[config.mk]
export PLATFORM = sky130hd
export DESIGN_NAME = tdes_stream_ctrl_flat
export DESIGN_NICKNAME = d
export VERILOG_FILES = /design/src/rtl/tdes_stream_if.sv /design/src/rtl/tdes_stream_ctrl.sv /design/src/flat_wrapper.sv
export SDC_FILE = /design/constraint.sdc
export NUM_CORES = 1
export LEC_CHECK = 0
export ABC_AREA = 1
export CAP_MARGIN = 20
export CORE_MARGIN = 4
export CORE_UTILIZATION = 42
export CTS_CLUSTER_DIAMETER = 30
export DETAILED_ROUTE_END_ITERATION = 8
export HOLD_SLACK_MARGIN = 0.15
export PLACE_DENSITY = 0.77
export SETUP_SLACK_MARGIN = 0.15
export SLEW_MARGIN = 20
export SYNTH_ARGS = -nofsm -noshare
export SYNTH_HDL_FRONTEND = slang
export SYNTH_SLANG_ARGS = --single-unit
[constraint.sdc]
create_clock -name clk -period 1.6 [get_ports clk]
set_clock_uncertainty 0.05 [all_clocks]
set_input_delay 0.24 -clock clk [delete_from_list [all_inputs] [get_ports clk]]
set_output_delay 0.24 -clock clk [all_outputs]
set_load 0.02 [all_outputs]
[src/rtl/tdes_stream_if.sv]
// rtl/tdes_stream_if.sv - host-side input stream, output stream and key write port of tdes_stream_ctrl
interface tdes_stream_if;
    logic        in_valid;
    logic        in_ready;
    logic [31:0] in_word;
    logic        in_mode;

    logic        key_wr;
    logic [2:0]  key_addr;
    logic [31:0] key_data;
    logic        key_err;

    logic        out_valid;
    logic        out_ready;
    logic [31:0] out_word;

    modport master (
        output in_valid, in_word, in_mode, key_wr, key_addr, key_data, out_ready,
        input  in_ready, key_err, out_valid, out_word
    );

    modport slave (
        input  in_valid, in_word, in_mode, key_wr, key_addr, key_data, out_ready,
        output in_ready, key_err, out_valid, out_word
    );
endinterface

[src/rtl/tdes_stream_ctrl.sv]
// rtl/tdes_stream_ctrl.sv - word-stream initiator for triple_DES_block: assembles a block, runs it, returns the result
module tdes_stream_ctrl #(
    parameter int TIMEOUT_CYCLES = 64,
    parameter int CNT_W          = 7
) (
    input  logic              clk,
    input  logic              nrst,
    tdes_stream_if.slave      bus,
    output logic              tdes_enable,
    output logic              tdes_encr_decr,
    output logic [63:0]       tdes_data,
    output logic [63:0]       tdes_key1,
    output logic [63:0]       tdes_key2,
    output logic [63:0]       tdes_key3,
    input  logic              tdes_done,
    input  logic [63:0]       tdes_result,
    output logic              busy,
    output logic              timeout_err
);

    typedef enum logic [2:0] {
        S_IDLE,
        S_LOW,
        S_START,
        S_WAIT,
        S_OUT_HI,
        S_OUT_LO
    } state_t;

    localparam logic [CNT_W-1:0] CNT_LAST = CNT_W'(TIMEOUT_CYCLES - 1);

    state_t             state_q;
    logic [63:0]        data_q;
    logic [63:0]        result_q;
    logic [63:0]        key1_q;
    logic [63:0]        key2_q;
    logic [63:0]        key3_q;
    logic               mode_q;
    logic [CNT_W-1:0]   cnt_q;
    logic               enable_q;
    logic               key_err_q;
    logic               in_hs_d;
    logic               expire_d;

    assign in_hs_d  = bus.in_valid && ((state_q == S_IDLE) || (state_q == S_LOW));
    // done in the final WAIT cycle takes priority over the timeout
    assign expire_d = (state_q == S_WAIT) && (cnt_q == CNT_LAST) && !tdes_done;

    always_ff @(posedge clk or negedge nrst) begin
        if (!nrst) begin
            state_q   <= S_IDLE;
            data_q    <= '0;
            result_q  <= '0;
            key1_q    <= '0;
            key2_q    <= '0;
            key3_q    <= '0;
            mode_q    <= 1'b0;
            cnt_q     <= '0;
            enable_q  <= 1'b0;
            key_err_q <= 1'b0;
        end else begin
            enable_q  <= 1'b0;
            key_err_q <= 1'b0;

            // key writes land only while idle, which includes the hi-word handshake cycle
            if (bus.key_wr) begin
                if ((state_q == S_IDLE) && (bus.key_addr <= 3'd5)) begin
                    case (bus.key_addr)
                        3'd0:    key1_q[63:32] <= bus.key_data;
                        3'd1:    key1_q[31:0]  <= bus.key_data;
                        3'd2:    key2_q[63:32] <= bus.key_data;
                        3'd3:    key2_q[31:0]  <= bus.key_data;
                        3'd4:    key3_q[63:32] <= bus.key_data;
                        default: key3_q[31:0]  <= bus.key_data;
                    endcase
                end else begin
                    key_err_q <= 1'b1;
                end
            end

            case (state_q)
                S_IDLE: begin
                    if (in_hs_d) begin
                        data_q[63:32] <= bus.in_word;
                        mode_q        <= bus.in_mode;
                        state_q       <= S_LOW;
                    end
                end
                S_LOW: begin
                    if (in_hs_d) begin
                        data_q[31:0] <= bus.in_word;
                        enable_q     <= 1'b1;
                        state_q      <= S_START;
                    end
                end
                S_START: begin
                    cnt_q   <= '0;
                    state_q <= S_WAIT;
                end
                S_WAIT: begin
                    if (tdes_done) begin
                        result_q <= tdes_result;
                        state_q  <= S_OUT_HI;
                    end else if (expire_d) begin
                        state_q <= S_IDLE;
                    end else begin
                        cnt_q <= cnt_q + CNT_W'(1);
                    end
                end
                S_OUT_HI: begin
                    if (bus.out_ready) begin
                        state_q <= S_OUT_LO;
                    end
                end
                S_OUT_LO: begin
                    if (bus.out_ready) begin
                        state_q <= S_IDLE;
                    end
                end
                default: state_q <= S_IDLE;
            endcase
        end
    end

    assign bus.in_ready   = (state_q == S_IDLE) || (state_q == S_LOW);
    assign bus.out_valid  = (state_q == S_OUT_HI) || (state_q == S_OUT_LO);
    assign bus.out_word   = (state_q == S_OUT_HI) ? result_q[63:32] : result_q[31:0];
    assign bus.key_err    = key_err_q;

    assign tdes_enable    = enable_q;
    assign tdes_encr_decr = mode_q;
    assign tdes_data      = data_q;
    assign tdes_key1      = key1_q;
    assign tdes_key2      = key2_q;
    assign tdes_key3      = key3_q;
    assign busy           = (state_q != S_IDLE);
    assign timeout_err    = expire_d;

endmodule

[src/flat_wrapper.sv]
// flat-port wrapper written by rule: the top's interface ports become plain ports
module tdes_stream_ctrl_flat 
#(
    parameter int TIMEOUT_CYCLES = 64,
    parameter int CNT_W          = 7
)
  (clk, nrst, tdes_enable, tdes_encr_decr, tdes_data, tdes_key1, tdes_key2, tdes_key3, tdes_done, tdes_result, busy, timeout_err, bus_in_valid, bus_in_word, bus_in_mode, bus_key_wr, bus_key_addr, bus_key_data, bus_out_ready, bus_in_ready, bus_key_err, bus_out_valid, bus_out_word);
  tdes_stream_if bus_i ();
  input  logic clk;
  input  logic nrst;
  output logic tdes_enable;
  output logic tdes_encr_decr;
  output logic [63:0] tdes_data;
  output logic [63:0] tdes_key1;
  output logic [63:0] tdes_key2;
  output logic [63:0] tdes_key3;
  input  logic tdes_done;
  input  logic [63:0] tdes_result;
  output logic busy;
  output logic timeout_err;
  input wire logic [$bits(bus_i.in_valid)-1:0] bus_in_valid;
  input wire logic [$bits(bus_i.in_word)-1:0] bus_in_word;
  input wire logic [$bits(bus_i.in_mode)-1:0] bus_in_mode;
  input wire logic [$bits(bus_i.key_wr)-1:0] bus_key_wr;
  input wire logic [$bits(bus_i.key_addr)-1:0] bus_key_addr;
  input wire logic [$bits(bus_i.key_data)-1:0] bus_key_data;
  input wire logic [$bits(bus_i.out_ready)-1:0] bus_out_ready;
  output wire logic [$bits(bus_i.in_ready)-1:0] bus_in_ready;
  output wire logic [$bits(bus_i.key_err)-1:0] bus_key_err;
  output wire logic [$bits(bus_i.out_valid)-1:0] bus_out_valid;
  output wire logic [$bits(bus_i.out_word)-1:0] bus_out_word;
  assign bus_i.in_valid = bus_in_valid;
  assign bus_i.in_word = bus_in_word;
  assign bus_i.in_mode = bus_in_mode;
  assign bus_i.key_wr = bus_key_wr;
  assign bus_i.key_addr = bus_key_addr;
  assign bus_i.key_data = bus_key_data;
  assign bus_i.out_ready = bus_out_ready;
  assign bus_in_ready = bus_i.in_ready;
  assign bus_key_err = bus_i.key_err;
  assign bus_out_valid = bus_i.out_valid;
  assign bus_out_word = bus_i.out_word;
  tdes_stream_ctrl #(.TIMEOUT_CYCLES(TIMEOUT_CYCLES), .CNT_W(CNT_W)) u_core (.clk(clk), .nrst(nrst), .bus(bus_i), .tdes_enable(tdes_enable), .tdes_encr_decr(tdes_encr_decr), .tdes_data(tdes_data), .tdes_key1(tdes_key1), .tdes_key2(tdes_key2), .tdes_key3(tdes_key3), .tdes_done(tdes_done), .tdes_result(tdes_result), .busy(busy), .timeout_err(timeout_err));
endmodule
==> reports/results.md, run 1 <==
* 2091 — Post-layout nets
* 0.422 ns — Least-Margin Pin Slew
* 36.6% — Gate power share
* 69 — TritonCTS Buffers
* sky130_fd_sc_hd__dfrtp_1 — cell type contributing the most total cell area after synthesis
* 0 — Yosys warning total
* flip-flop — endpoint kind of the worst setup timing path
* 20.8 um — routed len/inst
* 0.0283 W — internal power
* in -> async — class of the tightest hold or removal check
* 55.5% — synth-to-layout area growth
* 0 — Slew Limit Fails
* 13100 — vias in the first global route
* 32.7% — part of the total power dissipated in the clock network
* 71.9% — relative slew slack
* 0 — number of nets with antenna violations after detailed routing
* 66.7% — Post-Route Utilization
* 432 — count of buffers from port buffering
* 0 — remaining routing DRC violations
* 433 — io pins
* 1567 — Synthesized Nets
* 1181 — starting DRC count in detailed routing
* 3 — clk buf depth
* 12800 — routed via count
* 45.3% — met2 Use GR
* 138% — share of the cycle needed by the critical path after routing
* 42.9% — effective utilization at floorplan
* 64 — row cnt
* 27.3% — Global Route Usage Sum
* reg -> reg — path type of the worst setup path
* flip-flop — startpoint class of the critical path
* 0.05 ns — clock-pin slew of the registers on the worst-case setup and hold paths
* 100% — fraction of synthesis flops using an asynchronous set or reset pin
* 73300 um — wire length of the first global-routing pass
* sky130_fd_sc_hd__nand2_1 (522), sky130_fd_sc_hd__dfrtp_1 (333), sky130_fd_sc_hd__o21ai_0 (189) — most common library cells after synthesis
* 66 — largest net degree at the start of global routing
* 2284 — FILL cells
* 5 — first-pass iteration count of the detailed router
* -0.458 ns — Setup Slack @ Placement
* 3 — H-tree levels
* 38.1% — net switching share of the total power
* 13300 um2 — mapped cell area
* 5.34 — routed vias/inst
* yes — CTS tree
* 26 — Synth cell types
* 0 — number of synthesized flops with an enable pin
* 186 um — overall die height
* sky130_fd_sc_hd__clkbuf_16 — CTS root buffer
* sky130_fd_sc_hd__nand2_1 — leading cell type by number of instances after synthesis
* sky130_fd_sc_hd__dfrtp_1 (63%), sky130_fd_sc_hd__nand2_1 (15%), sky130_fd_sc_hd__o21ai_0 (7.1%) — top post-synthesis cells by area
* 45 — Max FO, Critical Path
* 62.8% — share of the synthesized area in the top cell type
* 0 — number of endpoints with negative hold slack in the final report
* 18500 um2 — Area after DPL
* finished, violations left — status
* 2.20 ns — final worst path period need
* 2.58 ns — data arrival time of the worst path
* 31300 um — HPWL after DPL
* -0.604 ns — post-route worst setup slack
* 2220 nW/um2 — cell area power density
* 0 — antenna cell count
* 333 — clk sink count
* 0.911 — GP Congestion
* 12 — worst-case reg-to-reg path depth
* 0.0175 W — net load switching power
* 32.2% — met1 usage
* 11.0 nW — Static Leakage
* 30900 um2 — Core Box Area
* 50100 um — final wirelength
* 8.70% — met3 Track Usage GR
* 34500 um2 — die footprint
* 454 MHz — top achievable clock speed
* 318 — # setup viols final
* 2 — antenna violations before repair
* 30.8% — Reg power frac
* true — setup repair after global routing missed its margin
* negative setup slack — violated checks
* 1.97 ns — Critical Path RT
* sky130_fd_sc_hd__dfrtp_1 — ys flop type
* 62.8% — sequential fraction of the synthesis area
* met2 — global-route layer with the greatest usage
* 1290 uV — Max VDD drop
* 29.2% — fraction of final layout cells sized beyond drive strength 1
* 1428 — Cells after Synth
* 186 um — die width
* 333 — synthesis-stage register bit count
* 9.29 um2 — average instance area after synthesis
* 0.54 ns — later-pin clock latency in the skew report
* 0 — # Max-Cap Violations
* 20600 um2 — finished layout cell area
* 0 — grt total ovfl
[metrics by stage]
stage / power, W / hold slack (ns) / TNS, ns / cells
3_5_place_dp: 0.0320 / 0.137 / -63.24 / 2237
5_1_grt: 0.0480 / 0.187 / -147.45 / 2405
6_report: 0.0458 / 0.179 / -115.40 / 2405
3_3_place_gp: 0.0316 / 0.142 / -58.89 / 2237
4_1_cts: 0.0454 / 0.159 / -103.94 / 2389
2_1_floorplan: 0.0224 / -0.106 / 0 / 1428
[power groups by stage]
stage,Combinational (W),Clock [W],Sequential (W)
CTS,0.0163,0.0151,0.0140
finish,0.0167,0.0150,0.0141
global route,0.0180,0.0156,0.0144
floorplan,0.00536,0,0.0170
detailed placement,0.0179,0,0.0141
global placement,0.0175,0,0.0141
[layout by cell type (no fill, tap or decap), types with 2 or more instances in the layout]
| cell | instances |
|---|---|
| sky130_fd_sc_hd__clkinvlp_4 | 6 |
| sky130_fd_sc_hd__bufinv_16 | 8 |
| sky130_fd_sc_hd__nand2_1 | 515 |
| sky130_fd_sc_hd__clkbuf_16 | 80 |
| sky130_fd_sc_hd__clkbuf_1 | 8 |
| sky130_fd_sc_hd__inv_8 | 3 |
| sky130_fd_sc_hd__clkinv_8 | 2 |
| sky130_fd_sc_hd__nand2_4 | 7 |
| sky130_fd_sc_hd__nor3_1 | 2 |
| sky130_fd_sc_hd__mux2_2 | 29 |
| sky130_fd_sc_hd__nand4_1 | 5 |
| sky130_fd_sc_hd__nand3_2 | 3 |
| sky130_fd_sc_hd__nand2_8 | 2 |
| sky130_fd_sc_hd__dfrtp_1 | 333 |
| sky130_fd_sc_hd__o21ai_0 | 143 |
| sky130_fd_sc_hd__buf_2 | 274 |
| sky130_fd_sc_hd__inv_2 | 3 |
| sky130_fd_sc_hd__buf_12 | 35 |
| sky130_fd_sc_hd__buf_6 | 31 |
| sky130_fd_sc_hd__nor2_1 | 4 |
| sky130_fd_sc_hd__nand2_2 | 2 |
| sky130_fd_sc_hd__clkbuf_8 | 9 |
| sky130_fd_sc_hd__inv_1 | 82 |
| sky130_fd_sc_hd__o21ai_1 | 49 |
| sky130_fd_sc_hd__clkinv_4 | 4 |
| sky130_fd_sc_hd__nor2_4 | 2 |
| sky130_fd_sc_hd__buf_4 | 43 |
| sky130_fd_sc_hd__o21ai_2 | 8 |
| sky130_fd_sc_hd__buf_16 | 9 |
| sky130_fd_sc_hd__mux2_4 | 3 |
| sky130_fd_sc_hd__clkdlybuf4s50_1 | 135 |
| sky130_fd_sc_hd__a21oi_1 | 2 |
| sky130_fd_sc_hd__bufbuf_16 | 2 |
| sky130_fd_sc_hd__nand3_1 | 140 |
| sky130_fd_sc_hd__buf_8 | 2 |
| sky130_fd_sc_hd__clkinv_2 | 8 |
| sky130_fd_sc_hd__inv_6 | 7 |
[kinds of logic after synthesis]
| kind of cell | after synthesis | share of synthesized area, % |
|---|---|---|
| compound gates | 205 | 7.90 |
| flops | 333 | 62.8 |
| simple gates | 685 | 21.1 |
| buf+inv | 172 | 5.38 |
| fa+ha+maj | 1 | 0.0943 |
| mux | 32 | 2.72 |
[worst max-delay path: stages (launching register included)]
cell                      delay (ns)
sky130_fd_sc_hd__dfrtp_1        0.41
sky130_fd_sc_hd__nor2_4         0.16
sky130_fd_sc_hd__buf_4          0.13
sky130_fd_sc_hd__buf_6          0.08
sky130_fd_sc_hd__buf_6          0.10
sky130_fd_sc_hd__nand2_8        0.06
sky130_fd_sc_hd__buf_12         0.13
sky130_fd_sc_hd__a21oi_4        0.13
sky130_fd_sc_hd__buf_12         0.13
sky130_fd_sc_hd__buf_8          0.11
sky130_fd_sc_hd__nand2_4        0.07
sky130_fd_sc_hd__buf_12         0.19
sky130_fd_sc_hd__o21ai_0        0.31
[worst paths after layout]
check	from	endpoint	slack, ns
max	u_core.state_q[1]$_DFFE_PN0P_	u_core.tdes_key1[40]$_DFFE_PN0P_	-0.60
min	nrst	u_core.tdes_key3[53]$_DFFE_PN0P_	0.18
max reg2reg	u_core.state_q[1]$_DFFE_PN0P_	u_core.tdes_key1[40]$_DFFE_PN0P_	-0.60
min reg2reg	u_core.tdes_key1[27]$_DFFE_PN0P_	u_core.tdes_key1[27]$_DFFE_PN0P_	0.41
max in group asynchronous	nrst	u_core.result_q[27]$_DFFE_PN0P_	0.62
min in group clk	tdes_result[60]	u_core.result_q[60]$_DFFE_PN0P_	0.20
[flip-flops by register name, summed over array words and instances (netlist names)]
signal,count
u_core.state_q,3
u_core.tdes_enable,1
u_core.cnt_q,7
u_core.tdes_encr_decr,1
u_core.tdes_key2,64
u_core.tdes_key1,64
u_core.bus.key_err,1
u_core.tdes_key3,64
u_core.result_q,64
u_core.tdes_data,64
[final cells by class]
| cell class | count | area [um2] | area share (%) |
|---|---|---|---|
| Inverter | 86 | 323 | 1.57 |
| Multi-Input combinational cell | 923 | 4380 | 21.2 |
| Clock inverter | 38 | 488 | 2.37 |
| Timing Repair Buffer | 539 | 4620 | 22.4 |
| Tap cell | 396 | 495 | 2.40 |
| Clock buffer | 90 | 1980 | 9.61 |
| Sequential cell | 333 | 8330 | 40.4 |
[layer usage]
| layer | routed length [um] | up-vias |
|---|---|---|
| li1 | - | 5682 |
| met1 | 18000 | 6155 |
| met3 | 5540 | 188 |
| met4 | 2780 | 2 |
| met2 | 23700 | 807 |
| met5 | 12 | - |
[what timing repair did]
item / 4_1_cts / 5_1_grt
gates resized for setup: 1295 / 51
cloned: 11 / 10
endpoints found under the hold margin: 333 / 0
hold buffers: 1 / 0
setup endpoints to repair: 579 / 372
pin swaps: 10 / 7
buffers inserted: 12 / 6
Note: power is estimated with default switching activity, not from simulation.
==> inputs of run 2 (changes only) <==
Settings changed: CORE_ASPECT_RATIO set to 0.9.
==> run 2 against run 1 <==
The run still ends with negative setup slack left. Via count up 6.4%. Sequential share of layout area decreased by 1.9 points. Hold slack improved by 0.018 ns. Routed wire length rose by 15%. Register-to-register slack gained 0.08 ns. Sequential power hardly changed. Global-route usage rose by 2.8 points. Maximum frequency grew 3.7%. Combinational power rose by 5%. Critical path type is now reg -> out. Largest cell class unchanged.
==> reports/results.md, run 2 (synthesis gave the netlist of run 1 again) <==
* 42.8% — effective utilization at floorplan, -0.11 points
* 0 — Slew Limit Fails, unchanged
* output pin — endpoint kind of the worst setup timing path
* 0.0465 W — PnR Total Power, +1.6%
* finished, violations left — status
* 0 — number of endpoints with negative hold slack in the final report, unchanged
* 195 um — die width, +5.2%
* 0 — remaining routing DRC violations, unchanged
* 14 — Max FO, Critical Path, -69%
* 133% — share of the cycle needed by the critical path after routing, -4.9 points
* true — setup repair after global routing missed its margin
* 1.31 ns — Critical Path RT, -0.66 ns
* 471 MHz — top achievable clock speed, +3.7%
* 30.1% — Global Route Usage Sum, +2.8 points
* 0.05 ns — clock-pin slew of the registers on the worst-case setup and hold paths, about the same
* -0.525 ns — post-route worst setup slack, +0.0791 ns
* 177 um — overall die height, -4.9%
* 13800 — vias in the first global route, +5.2%
* 386 — # setup viols final, +21%
* 1240 uV — Max VDD drop, -3.6%
* 57700 um — final wirelength, +15%
* 2470 — post-route insts no fill, +2.7%
* 2263 — total placed cells including tap cells, +1.2%
* 2150 nW/um2 — cell area power density, -3.2%
* in -> reg — class of the tightest hold or removal check
* 1376 — starting DRC count in detailed routing, +17%
* 0 — grt total ovfl, unchanged
* 0.55 ns — later-pin clock latency in the skew report, about the same
* 333 — clk sink count, unchanged
* 0 — antenna cell count, unchanged
* sky130_fd_sc_hd__nand2_1 — most common cell after layout, fill and taps aside
* sky130_fd_sc_hd__clkbuf_16 — CTS root buffer
* sky130_fd_sc_hd__nand2_1 (486), sky130_fd_sc_hd__dfrtp_1 (333), sky130_fd_sc_hd__buf_2 (279), sky130_fd_sc_hd__nand3_1 (139), sky130_fd_sc_hd__clkdlybuf4s50_1 (135) — leading cell types in the layout, fill and taps excluded
* 23.4 um — routed len/inst, +12%
* 3 — clk buf depth, unchanged
* yes — CTS tree
* 0 — # Max-Cap Violations, unchanged
* 66 — largest net degree at the start of global routing, unchanged
* -0.350 ns — Setup Slack @ Placement, +0.108 ns
* 1.84 ns — data arrival time of the worst path, -0.74 ns
* 11.4 nW — Static Leakage, +3.3%
* flip-flop — startpoint class of the critical path
* 3 — H-tree levels, unchanged
* 2147 — Post-layout nets, +2.7%
* 69 — TritonCTS Buffers, unchanged
* 41.5% — relative slew slack, -30 points
* 80900 um — wire length of the first global-routing pass, +10%
* 6 — first-pass iteration count of the detailed router, +1
* 2.13 ns — final worst path period need, -0.0791 ns
* 0 — number of nets with antenna violations after detailed routing, unchanged
* 33.3% — fraction of final layout cells sized beyond drive strength 1, +4.1 points
* 0.896 — GP Congestion, -1.7%
* 31600 um — HPWL after DPL, +1.0%
* 34500 um2 — die footprint, about the same
* 5.53 — routed vias/inst, +3.6%
* 63.2% — synth-to-layout area growth
* 1 — antenna violations before repair, -1
* 31000 um2 — Core Box Area, +0.25%
* negative setup slack — violated checks
* 432 — count of buffers from port buffering, unchanged
* reg -> out — path type of the worst setup path
* 61 — row cnt, -4.7%
* 0.874 ns — Least-Margin Pin Slew, +0.452 ns
* 433 — io pins, unchanged
* -126.89 ns — total negative slack for setup checks, -11.50 ns
* 13700 — routed via count, +6.4%
run 2: repair_timing:
item | in CTS | in global routing
setup endpoints to repair | 625 | 377
hold buffers | 1 | 2
hold endpoints to repair | 333 | 17
cloned | 25 | 14
pin swaps | 13 | 8
resized for setup | 1333 | 113
buffers inserted | 24 | 17
run 2: metrics by stage:
stage / area, um2 / hold slack [ns] / utilization, %
6_report: 21600 / 0.197 / 69.8
5_1_grt: 21600 / 0.197 / 69.8
4_1_cts: 20900 / 0.0858 / 67.4
3_5_place_dp: 18700 / 0.0750 / 60.2
3_3_place_gp: 18700 / 0.0754 / 60.2
2_1_floorplan: 13300 / -0.106 / -
run 2: final cells by class:
type | count | area [um2]
Clock buffer | 82 | 1860
Clock inverter | 42 | 534
Fill cell | 2134 | 9350
Inverter | 86 | 328
Multi-Input combinational cell | 926 | 4620
Sequential cell | 333 | 8330
Tap cell | 409 | 512
Timing Repair Buffer | 592 | 5450
run 2: power by group:
part | switching (W) | total [W] | internal [W] | leakage, nW
registers | 0.00241 | 0.0144 | 0.0119 | 4.25
logic | 0.0110 | 0.0175 | 0.00647 | 6.00
clock network | 0.00489 | 0.0147 | 0.00980 | 1.14
total | 0.0183 | 0.0465 | 0.0282 | 11.4
run 2: final timing paths:
check                                           startpoint                               end  slack [ns]  cells after the start
min in group asynchronous                             nrst  u_core.tdes_key2[35]$_DFFE_PN0P_        0.26                      3
hold / removal                             tdes_result[63]   u_core.result_q[63]$_DFFE_PN0P_        0.20                      3
max in group asynchronous                             nrst  u_core.tdes_data[39]$_DFFE_PN0P_       -0.08                      3
setup reg to reg             u_core.state_q[2]$_DFFE_PN0P_  u_core.tdes_key2[11]$_DFFE_PN0P_       -0.52                     12
setup / recovery             u_core.state_q[1]$_DFFE_PN0P_                  bus_out_word[13]       -0.53                      5
hold reg to reg            u_core.tdes_key1[4]$_DFFE_PN0P_   u_core.tdes_key1[4]$_DFFE_PN0P_        0.41                      2
run 2: layer usage:
layer | wire [um] | global-route usage (%) | vias to the layer above
met2 | 27300 | 50.7 | 1010
met4 | 3890 | 14.0 | 2
met1 | 19600 | 35.0 | 6540
li1 | - | - | 5808
met3 | 6830 | 10.1 | 291
met5 | 8 | 0 | -
run 2: worst max-delay path, cell delays in order, from the launching register on:
cell                      delay [ns]
sky130_fd_sc_hd__dfrtp_1        0.41
sky130_fd_sc_hd__nor2_4         0.16
sky130_fd_sc_hd__nand2_4        0.11
sky130_fd_sc_hd__buf_12         0.17
sky130_fd_sc_hd__mux2_2         0.28
sky130_fd_sc_hd__buf_2          0.16
